`config.mk`:
```
export PLATFORM = sky130hd
export DESIGN_NAME = dmem_io_multi
export DESIGN_NICKNAME = d
export VERILOG_FILES = /design/src/rtl/dmem_io_pkg.sv /design/src/rtl/sw_debounce.sv /design/src/rtl/dmem_io_multi.sv
export SDC_FILE = /design/constraint.sdc
export NUM_CORES = 2
export LEC_CHECK = 0
export CAP_MARGIN = 5
export CELL_PAD_IN_SITES_DETAIL_PLACEMENT = 0
export CELL_PAD_IN_SITES_GLOBAL_PLACEMENT = 2
export CORE_MARGIN = 5
export CORE_UTILIZATION = 46
export CTS_CLUSTER_SIZE = 25
export DETAILED_ROUTE_END_ITERATION = 6
export DONT_BUFFER_PORTS = 1
export PLACE_DENSITY = 0.84
export SLEW_MARGIN = 40
export SYNTH_ARGS = -nofsm -noshare
export SYNTH_HDL_FRONTEND = slang
export SYNTH_SLANG_ARGS = --single-unit
```
`constraint.sdc`:
```
create_clock -name clock -period 4 [get_ports clock]
set_input_delay 1 -clock clock [delete_from_list [all_inputs] [get_ports clock]]
set_output_delay 1 -clock clock [all_outputs]
set_load 0.01 [all_outputs]
```
`src/rtl/dmem_io_pkg.sv`:
```
// Shared constants for the dmem_io_multi data-memory / I/O block:
// parameter defaults, I/O register offsets and the 7-segment decode.
package dmem_io_pkg;

  localparam int          DATA_W_DEF          = 16;
  localparam int          ADDR_W_DEF          = 16;
  localparam int          DEPTH_DEF           = 128;
  localparam int          NUM_SW_DEF          = 2;
  localparam int          NUM_DISP_DEF        = 1;
  localparam int unsigned IO_BASE_DEF         = 32'hFFF0;
  localparam int          DEBOUNCE_CYCLES_DEF = 4;

  // Word offsets of the I/O registers relative to IO_BASE.
  localparam int OFS_SW    = 0;
  localparam int OFS_DISP0 = 1;
  localparam int OFS_TIMER = 8;

  // Hex digit to segments; bit 0 = a ... bit 6 = g, active-high.
  function automatic logic [6:0] seg7(input logic [3:0] digit);
    logic [6:0] seg;
    case (digit)
      4'h0: seg = 7'h3F;
      4'h1: seg = 7'h06;
      4'h2: seg = 7'h5B;
      4'h3: seg = 7'h4F;
      4'h4: seg = 7'h66;
      4'h5: seg = 7'h6D;
      4'h6: seg = 7'h7D;
      4'h7: seg = 7'h07;
      4'h8: seg = 7'h7F;
      4'h9: seg = 7'h6F;
      4'hA: seg = 7'h77;
      4'hB: seg = 7'h7C;
      4'hC: seg = 7'h39;
      4'hD: seg = 7'h5E;
      4'hE: seg = 7'h79;
      default: seg = 7'h71;
    endcase
    return seg;
  endfunction

endpackage

```
`src/rtl/sw_debounce.sv`:
```
// One switch bit: two-flop synchroniser followed by an optional debounce
// filter. The filter is built only when DMEM_IO_DEBOUNCE_EN is defined;
// otherwise the filtered bit is the synchroniser output.
module sw_debounce
  import dmem_io_pkg::*;
#(
  parameter int DEBOUNCE_CYCLES = DEBOUNCE_CYCLES_DEF
) (
  input  logic clock,
  input  logic reset,
  input  logic sw_async,
  output logic sw_filt
);

  logic sync1;
  logic sync2;

  // Two-flop synchroniser for the asynchronous switch input.
  always_ff @(posedge clock) begin
    if (reset) begin
      sync1 <= 1'b0;
      sync2 <= 1'b0;
    end else begin
      sync1 <= sw_async;
      sync2 <= sync1;
    end
  end

`ifdef DMEM_IO_DEBOUNCE_EN
  localparam logic [7:0] LAST = 8'(DEBOUNCE_CYCLES - 1);

  logic [7:0] cnt;
  logic       filt_q;

  // Count consecutive cycles the synchronised bit differs from the filtered
  // bit; accept the new value on the DEBOUNCE_CYCLES-th one, any glitch back
  // to the old value restarts the count.
  always_ff @(posedge clock) begin
    if (reset) begin
      cnt    <= 8'd0;
      filt_q <= 1'b0;
    end else if (sync2 == filt_q) begin
      cnt <= 8'd0;
    end else if (cnt == LAST) begin
      filt_q <= sync2;
      cnt    <= 8'd0;
    end else begin
      cnt <= cnt + 8'd1;
    end
  end

  assign sw_filt = filt_q;
`else
  // DEBOUNCE_CYCLES has no effect without the filter; pass the bit through.
  if (DEBOUNCE_CYCLES >= 0) begin : g_pass
    assign sw_filt = sync2;
  end
`endif

endmodule

```
`src/rtl/dmem_io_multi.sv`:
```
// Data memory with memory-mapped I/O for a single-cycle CPU: RAM at
// [0, DEPTH), filtered switches, hex 7-segment displays and a free-running
// timer. Define DMEM_IO_DEBOUNCE_EN to add per-bit switch debouncing.
//
// Bus semantics: there is no stall. dwrite commits at the rising edge of the
// cycle it is high; dread returns drdata combinationally in the same cycle
// (pre-edge contents, so read-during-write sees the old value), and drdata is
// zero whenever dread is low or the address is unmapped.
module dmem_io_multi
  import dmem_io_pkg::*;
#(
  parameter int          DATA_W          = DATA_W_DEF,
  parameter int          ADDR_W          = ADDR_W_DEF,
  parameter int          DEPTH           = DEPTH_DEF,
  parameter int          NUM_SW          = NUM_SW_DEF,
  parameter int          NUM_DISP        = NUM_DISP_DEF,
  parameter int unsigned IO_BASE         = IO_BASE_DEF,
  parameter int          DEBOUNCE_CYCLES = DEBOUNCE_CYCLES_DEF
) (
  input  logic                  clock,
  input  logic                  reset,
  input  logic [ADDR_W-1:0]     draddr,
  input  logic [DATA_W-1:0]     dwdata,
  input  logic                  dwrite,
  input  logic                  dread,
  input  logic [NUM_SW-1:0]     io_sw,
  output logic [DATA_W-1:0]     drdata,
  output logic [7*NUM_DISP-1:0] io_display
);

  localparam int              IDX_W      = (DEPTH > 1) ? $clog2(DEPTH) : 1;
  localparam logic [ADDR_W-1:0] SW_ADDR    = ADDR_W'(IO_BASE + OFS_SW);
  localparam logic [ADDR_W-1:0] TIMER_ADDR = ADDR_W'(IO_BASE + OFS_TIMER);

  logic [DATA_W-1:0] mem [DEPTH];
  logic [DATA_W-1:0] timer_q;
  logic [4:0]        disp_q [NUM_DISP];
  logic [4:0]        disp_d [NUM_DISP];
  logic [6:0]        seg_q  [NUM_DISP];
  logic [NUM_SW-1:0] sw_filt;

  logic             ram_hit;
  logic             timer_hit;
  logic [IDX_W-1:0] ram_idx;

  assign ram_hit   = (draddr < ADDR_W'(DEPTH));
  assign timer_hit = (draddr == TIMER_ADDR);
  assign ram_idx   = draddr[IDX_W-1:0];

  for (genvar i = 0; i < NUM_SW; i++) begin : g_sw
    sw_debounce #(
      .DEBOUNCE_CYCLES(DEBOUNCE_CYCLES)
    ) u_sw (
      .clock   (clock),
      .reset   (reset),
      .sw_async(io_sw[i]),
      .sw_filt (sw_filt[i])
    );
  end

  // RAM write port; contents survive reset.
  always_ff @(posedge clock) begin
    if (dwrite && ram_hit) begin
      mem[ram_idx] <= dwdata;
    end
  end

  // Free-running timer; a write of any value clears it, taking priority.
  always_ff @(posedge clock) begin
    if (reset || (dwrite && timer_hit)) begin
      timer_q <= '0;
    end else begin
      timer_q <= timer_q + DATA_W'(1);
    end
  end

  // Next value of each display digit register (5 bits: blank + hex digit).
  always_comb begin
    for (int k = 0; k < NUM_DISP; k++) begin
      disp_d[k] = disp_q[k];
      if (dwrite && (draddr == ADDR_W'(IO_BASE + OFS_DISP0 + k))) begin
        disp_d[k] = dwdata[4:0];
      end
    end
  end

  // Display registers and their registered segment decode, updated together
  // so the segments follow the stored digit from the cycle after the write.
  always_ff @(posedge clock) begin
    for (int k = 0; k < NUM_DISP; k++) begin
      if (reset) begin
        disp_q[k] <= 5'd0;
        seg_q[k]  <= seg7(4'h0);
      end else begin
        disp_q[k] <= disp_d[k];
        seg_q[k]  <= disp_d[k][4] ? 7'b0000000 : seg7(disp_d[k][3:0]);
      end
    end
  end

  for (genvar k = 0; k < NUM_DISP; k++) begin : g_disp_out
    assign io_display[7*k +: 7] = seg_q[k];
  end

  // Zero-latency read mux.
  always_comb begin
    drdata = '0;
    if (dread) begin
      if (ram_hit) begin
        drdata = mem[ram_idx];
      end else if (draddr == SW_ADDR) begin
        drdata = DATA_W'(sw_filt);
      end else if (timer_hit) begin
        drdata = timer_q;
      end else begin
        for (int k = 0; k < NUM_DISP; k++) begin
          if (draddr == ADDR_W'(IO_BASE + OFS_DISP0 + k)) begin
            drdata = DATA_W'(disp_q[k]);
          end
        end
      end
    end
  end

endmodule
```
==> out/results.env <==
SYNTH.NET_COUNT=3901
RSZ_0062_RAISED_AFTER_GLOBAL_ROUTING='yes'
CRITICAL_PATH_BUF_INV_COUNT=6
SETUP-VIOLATIONS-FINAL=16
GP_CONGESTION=0.874
CPMAXSTAGEDELAYCELL='mux4_2'
CTS_HOLD_REPAIR.BUFFERS=0
SETUP.WORST_PATH.END_CLASS='output pin'
CTS-ROOT-BUF='clkbuf_16'
SETUP.WORST_PATH.START_CLASS='primary input'
YOSYS-MUX-AREA-FRACTION_PCT=15.1
POWER.NET_SWITCHING_mW=9.16
FINAL-MAX-SLEW-VIOLATION-COUNT=0
POSTSYNTH.TOPFLOPCELL='edfxtp_1'
INITIAL_CORE_UTIL_PCT=46.3
DP_WORST_SETUP_SLACK_NS=-0.708
INTPOWER_mW=34.9
IO_PINS=61
WORST_SLACK_NS=-0.616
CLOCKBUFFERDEPTH=3
SYNTHARSTFLOPSHARE_PCT=0
CORE_AREA_UM2=174000
POWER.SWITCHING_FRACTION_PCT=20.8
SYNTH-COMPOUND-AREA-SHARE_PCT=3.40
NUMCLOCKSINKS=2080
POSTPLACECELLAREA_UM2=85600
WIRE_LENGTH_OF_THE_FIRST_GLOBAL_ROUTING_PASS_UM=294000
CTS_BUFFERS=198
CLOCK_LATENCY_NS=0.85
DIEWIDTH_UM=429
HIGHEST_COUNT_CELLS_IN_THE_LAYOUT_IGNORING_FILL_AND_TAPS='2048 x edfxtp_1, 468 x mux4_2, 331 x buf_4, 233 x clkbuf_16, 195 x nor2_1'
DRT.ANTENNA.VIOLATING_NETS=0
TIMING.CRITICAL_PATH.CELLS='buf_16 > clkbuf_16 > clkbuf_16 > buf_4 > mux4_2 > a22oi_1 > o211ai_1 > a21oi_4 > or4_4 > buf_6 > o21ai_4 > buf_6'
WORST-ENDPOINT-ARRIVAL_NS=3.62
SYN_AREA_UM2=80800
SYNTHSIMPLEGATEAREAFRAC_PCT=2.66
REPORT.FINAL.HOLD_VIOL_COUNT=0
FAILED_CHECKS='setup timing'
CLK_PIN_SLEW_WORST_SETUP_HOLD_PATHS_NS=0.06
YOSYSWARNINGS=0
SYNTH.DISTINCT_CELLS=75
CRITICAL_PATH_CLASS='primary input to output pin'
SYNTH-SEQ-CELLS=2080
CRITICAL-PATH-MAX-STAGE-DELAY_NS=0.49
ROUTE.VIAS.TOTAL=42100
TRITONCTS='yes'
RUN_STATUS='finished with violations'
DRT_ITER0_DRC=6104
FIN_NETS=4335
FINALWIRELENGTH_UM=221000
GRT_ANTENNA_BEFORE_REPAIR=8
TIMING.HOLD.WORST.CLASS='primary input to flop'
PATH_MAX_FANOUT=17
REQUIRED_TIME_AT_THE_ENDPOINT_OF_THE_CRITICAL_PATH_NS=3.00
FP-ROW-COUNT=153
LARGEST_NET_DEGREE_AT_THE_START_OF_GLOBAL_ROUTING=556
IO_BUFFER_COUNT=0
POST-ROUTE-CELL-AREA_UM2=94300
MIN_PERIOD_OVER_PERIOD_PCT=115
POST-ROUTE-DRC-COUNT=0
CELLPOWERDENSITY_nW_PER_UM2=467
CLOCK_SHARE_OF_POWER_PCT=41.2
SYNTH_ENABLE_FLOP_CELLS=2048
HPWLAFTERDP_UM=115000
FIRST_GLOBAL_VIAS=40500
YS_SEQ_AREA_SHARE_PCT=76.9
GR-TOTAL-OVERFLOW=0
MAX-VDD-IR-DROP_uV=474
SYNTHESIS.INSTANCES=3855
RRSETUPSLACK_NS=2.23
HOLD_PATH_STARTPOINT='reset'
ARITHMETIC_CELL_SHARE_OF_THE_SYNTHESIZED_AREA_COUNTING_FULL_ADDERS_HALF_ADDERS_AND_MAJORITY_GATES_PCT=0.124
CTS_HTREE_LEVELS=4
POWER.LEAKAGE_nW=30.1
SYNTHESIS.AREA_PER_INSTANCE_UM2=21.0
RELSLEWSLACK_PCT=43.4
CP_TOP_FAMILY='buffers and inverters'
POST_ROUTE_CELLS_DRIVE_ABOVE_1_SHARE_PCT=29.8
SETUP.WORST_PATH.START='draddr[0]'
DIE_AREA_UM2=184000
MAX_SLEW.WORST_PIN.SLEW_NS=0.826
SYNTH_TOP_FAMILY_BY_AREA='multiplexers'
FINAL_COMMON_CELL='edfxtp_1'
FINALCLOCKSKEW_NS=0.00763
MIN_PERIOD_NS=4.62
ROUTE.DETAILED.VIAS_PER_INST=6.21
POWER.COMBINATIONAL.FRACTION_PCT=4.5
YOSYS.AREA_SHARE.XOR_XNOR_PCT=0.152
AVGROUTEDWIREPERCELL_UM=32.6
REG2REG_FROM='timer_q[2]'
SEQ_POWER_SHARE_PCT=54.3
GR-USAGE-ALL-LAYERS_PCT=22.0
FMAX_MHz=217
DIE_HEIGHT_UM=429
LAYOUT.FILLER_CELLS=13000
MAX_CAP_VIOL_COUNT=0
FLOW.AREA_GROWTH_FROM_SYNTHESIS_PCT=16.6
DRT_FIRST_PASS_ITERS=6
state kept, by name, summed over array words and instances (netlist names):
signal / cells
seg_q: 7
disp_q: 5
timer_q: 16
g_sw.u_sw.sync1: 2
g_sw.u_sw.sw_filt: 2
mem: 2048
power by group through the flow:
stage	clock (mW)	sequential, mW	combinational, mW
finish	18.1	23.9	1.99
CTS	18.4	23.9	1.38
detailed placement	0	24.4	1.33
global route	19.4	23.9	2.06
floorplan	0	24.4	1.12
global placement	0	24.4	1.33
metal layers:
layer  GRT usage (%)  part of all wire [%]  vias up
li1                -                     -    16900
met1            31.0                    38    22100
met2            34.2                    48     2673
met3            5.67                    11      364
met4            6.69                   3.0        4
met5               0                 0.012        -
area by class of cell:
type	instances	area (um^2)	share of cell area, %
inverters	11	68.8	0.0730
diodes	4	10.0	0.0106
clock inverters	125	1200	1.27
repair buffers	454	4920	5.22
clock buffers	236	5100	5.41
multi-input cells	1544	17900	19.0
flip-flops and latches	2080	62100	65.9
well taps	2325	2910	3.09
final timing paths:
kind,depth (start not counted),endpoint
min reg2reg,1,timer_q[0]
min,1,disp_q[0][4]
max reg2reg,7,timer_q[13]
max,12,drdata[11]
per-stage QoR:
step / hold WS, ns / utilization [%] / std cells / TNS, ns / total power, mW
CTS: 0.152 / 52.9 / 6681 / -4.80 / 43.7
floorplan: 0.414 / - / 3855 / 0 / 25.5
global placement: 0.471 / 49.1 / 6320 / -10.11 / 25.7
global route: 0.179 / 54.0 / 6775 / -8.78 / 45.4
detailed placement: 0.472 / 49.1 / 6322 / -8.67 / 25.7
finish: 0.218 / 54.1 / 6779 / -8.47 / 44.0
logic make-up after synthesis:
| logic type | count (synthesis) |
|---|---|
| buffers and inverters | 231 |
| AO/OA/AOI/OAI | 414 |
| XOR/XNOR | 14 |
| flip-flops | 2080 |
| AND/OR/NAND/NOR | 481 |
| adder cells (fa/ha/maj) | 8 |
| multiplexers | 627 |
cells in the mapped netlist (all sizes together), types with 3 or more instances:
cell type,n,area share (%)
nor3,15,0.099
o221ai,5,0.054
xor2,7,0.076
ha,8,0.12
mux2i,139,1.7
inv,10,0.046
nand2b,6,0.046
dfxtp,32,0.79
clkbuf,54,0.25
a211oi,5,0.046
a311oi,6,0.065
edfxtp,2048,76
a22oi,41,0.38
nand4,5,0.039
nor4,5,0.076
a221o,8,0.099
o21a,3,0.028
nand3,24,0.16
mux4,468,13
nor2,202,0.95
or4,12,0.11
a21o,4,0.037
o2111ai,13,0.14
and2,4,0.034
a22o,20,0.22
o211ai,23,0.21
o21ai,71,0.44
or2,5,0.039
nand2,166,0.77
o22ai,8,0.062
xnor2,7,0.076
and3,12,0.093
buf,166,1.4
mux2,20,0.28
nor2b,16,0.12
a2111oi,5,0.062
a31oi,11,0.085
a221oi,43,0.47
a21oi,131,0.81
timing repair:
action | in CTS | in global routing
pin swaps | 24 | 26
buffers inserted | 2 | 34
gates cloned | 0 | 52
setup endpoints to repair | 16 | 16
gates resized for setup | 85 | 75
Note: power is estimated with default switching activity, not from simulation.
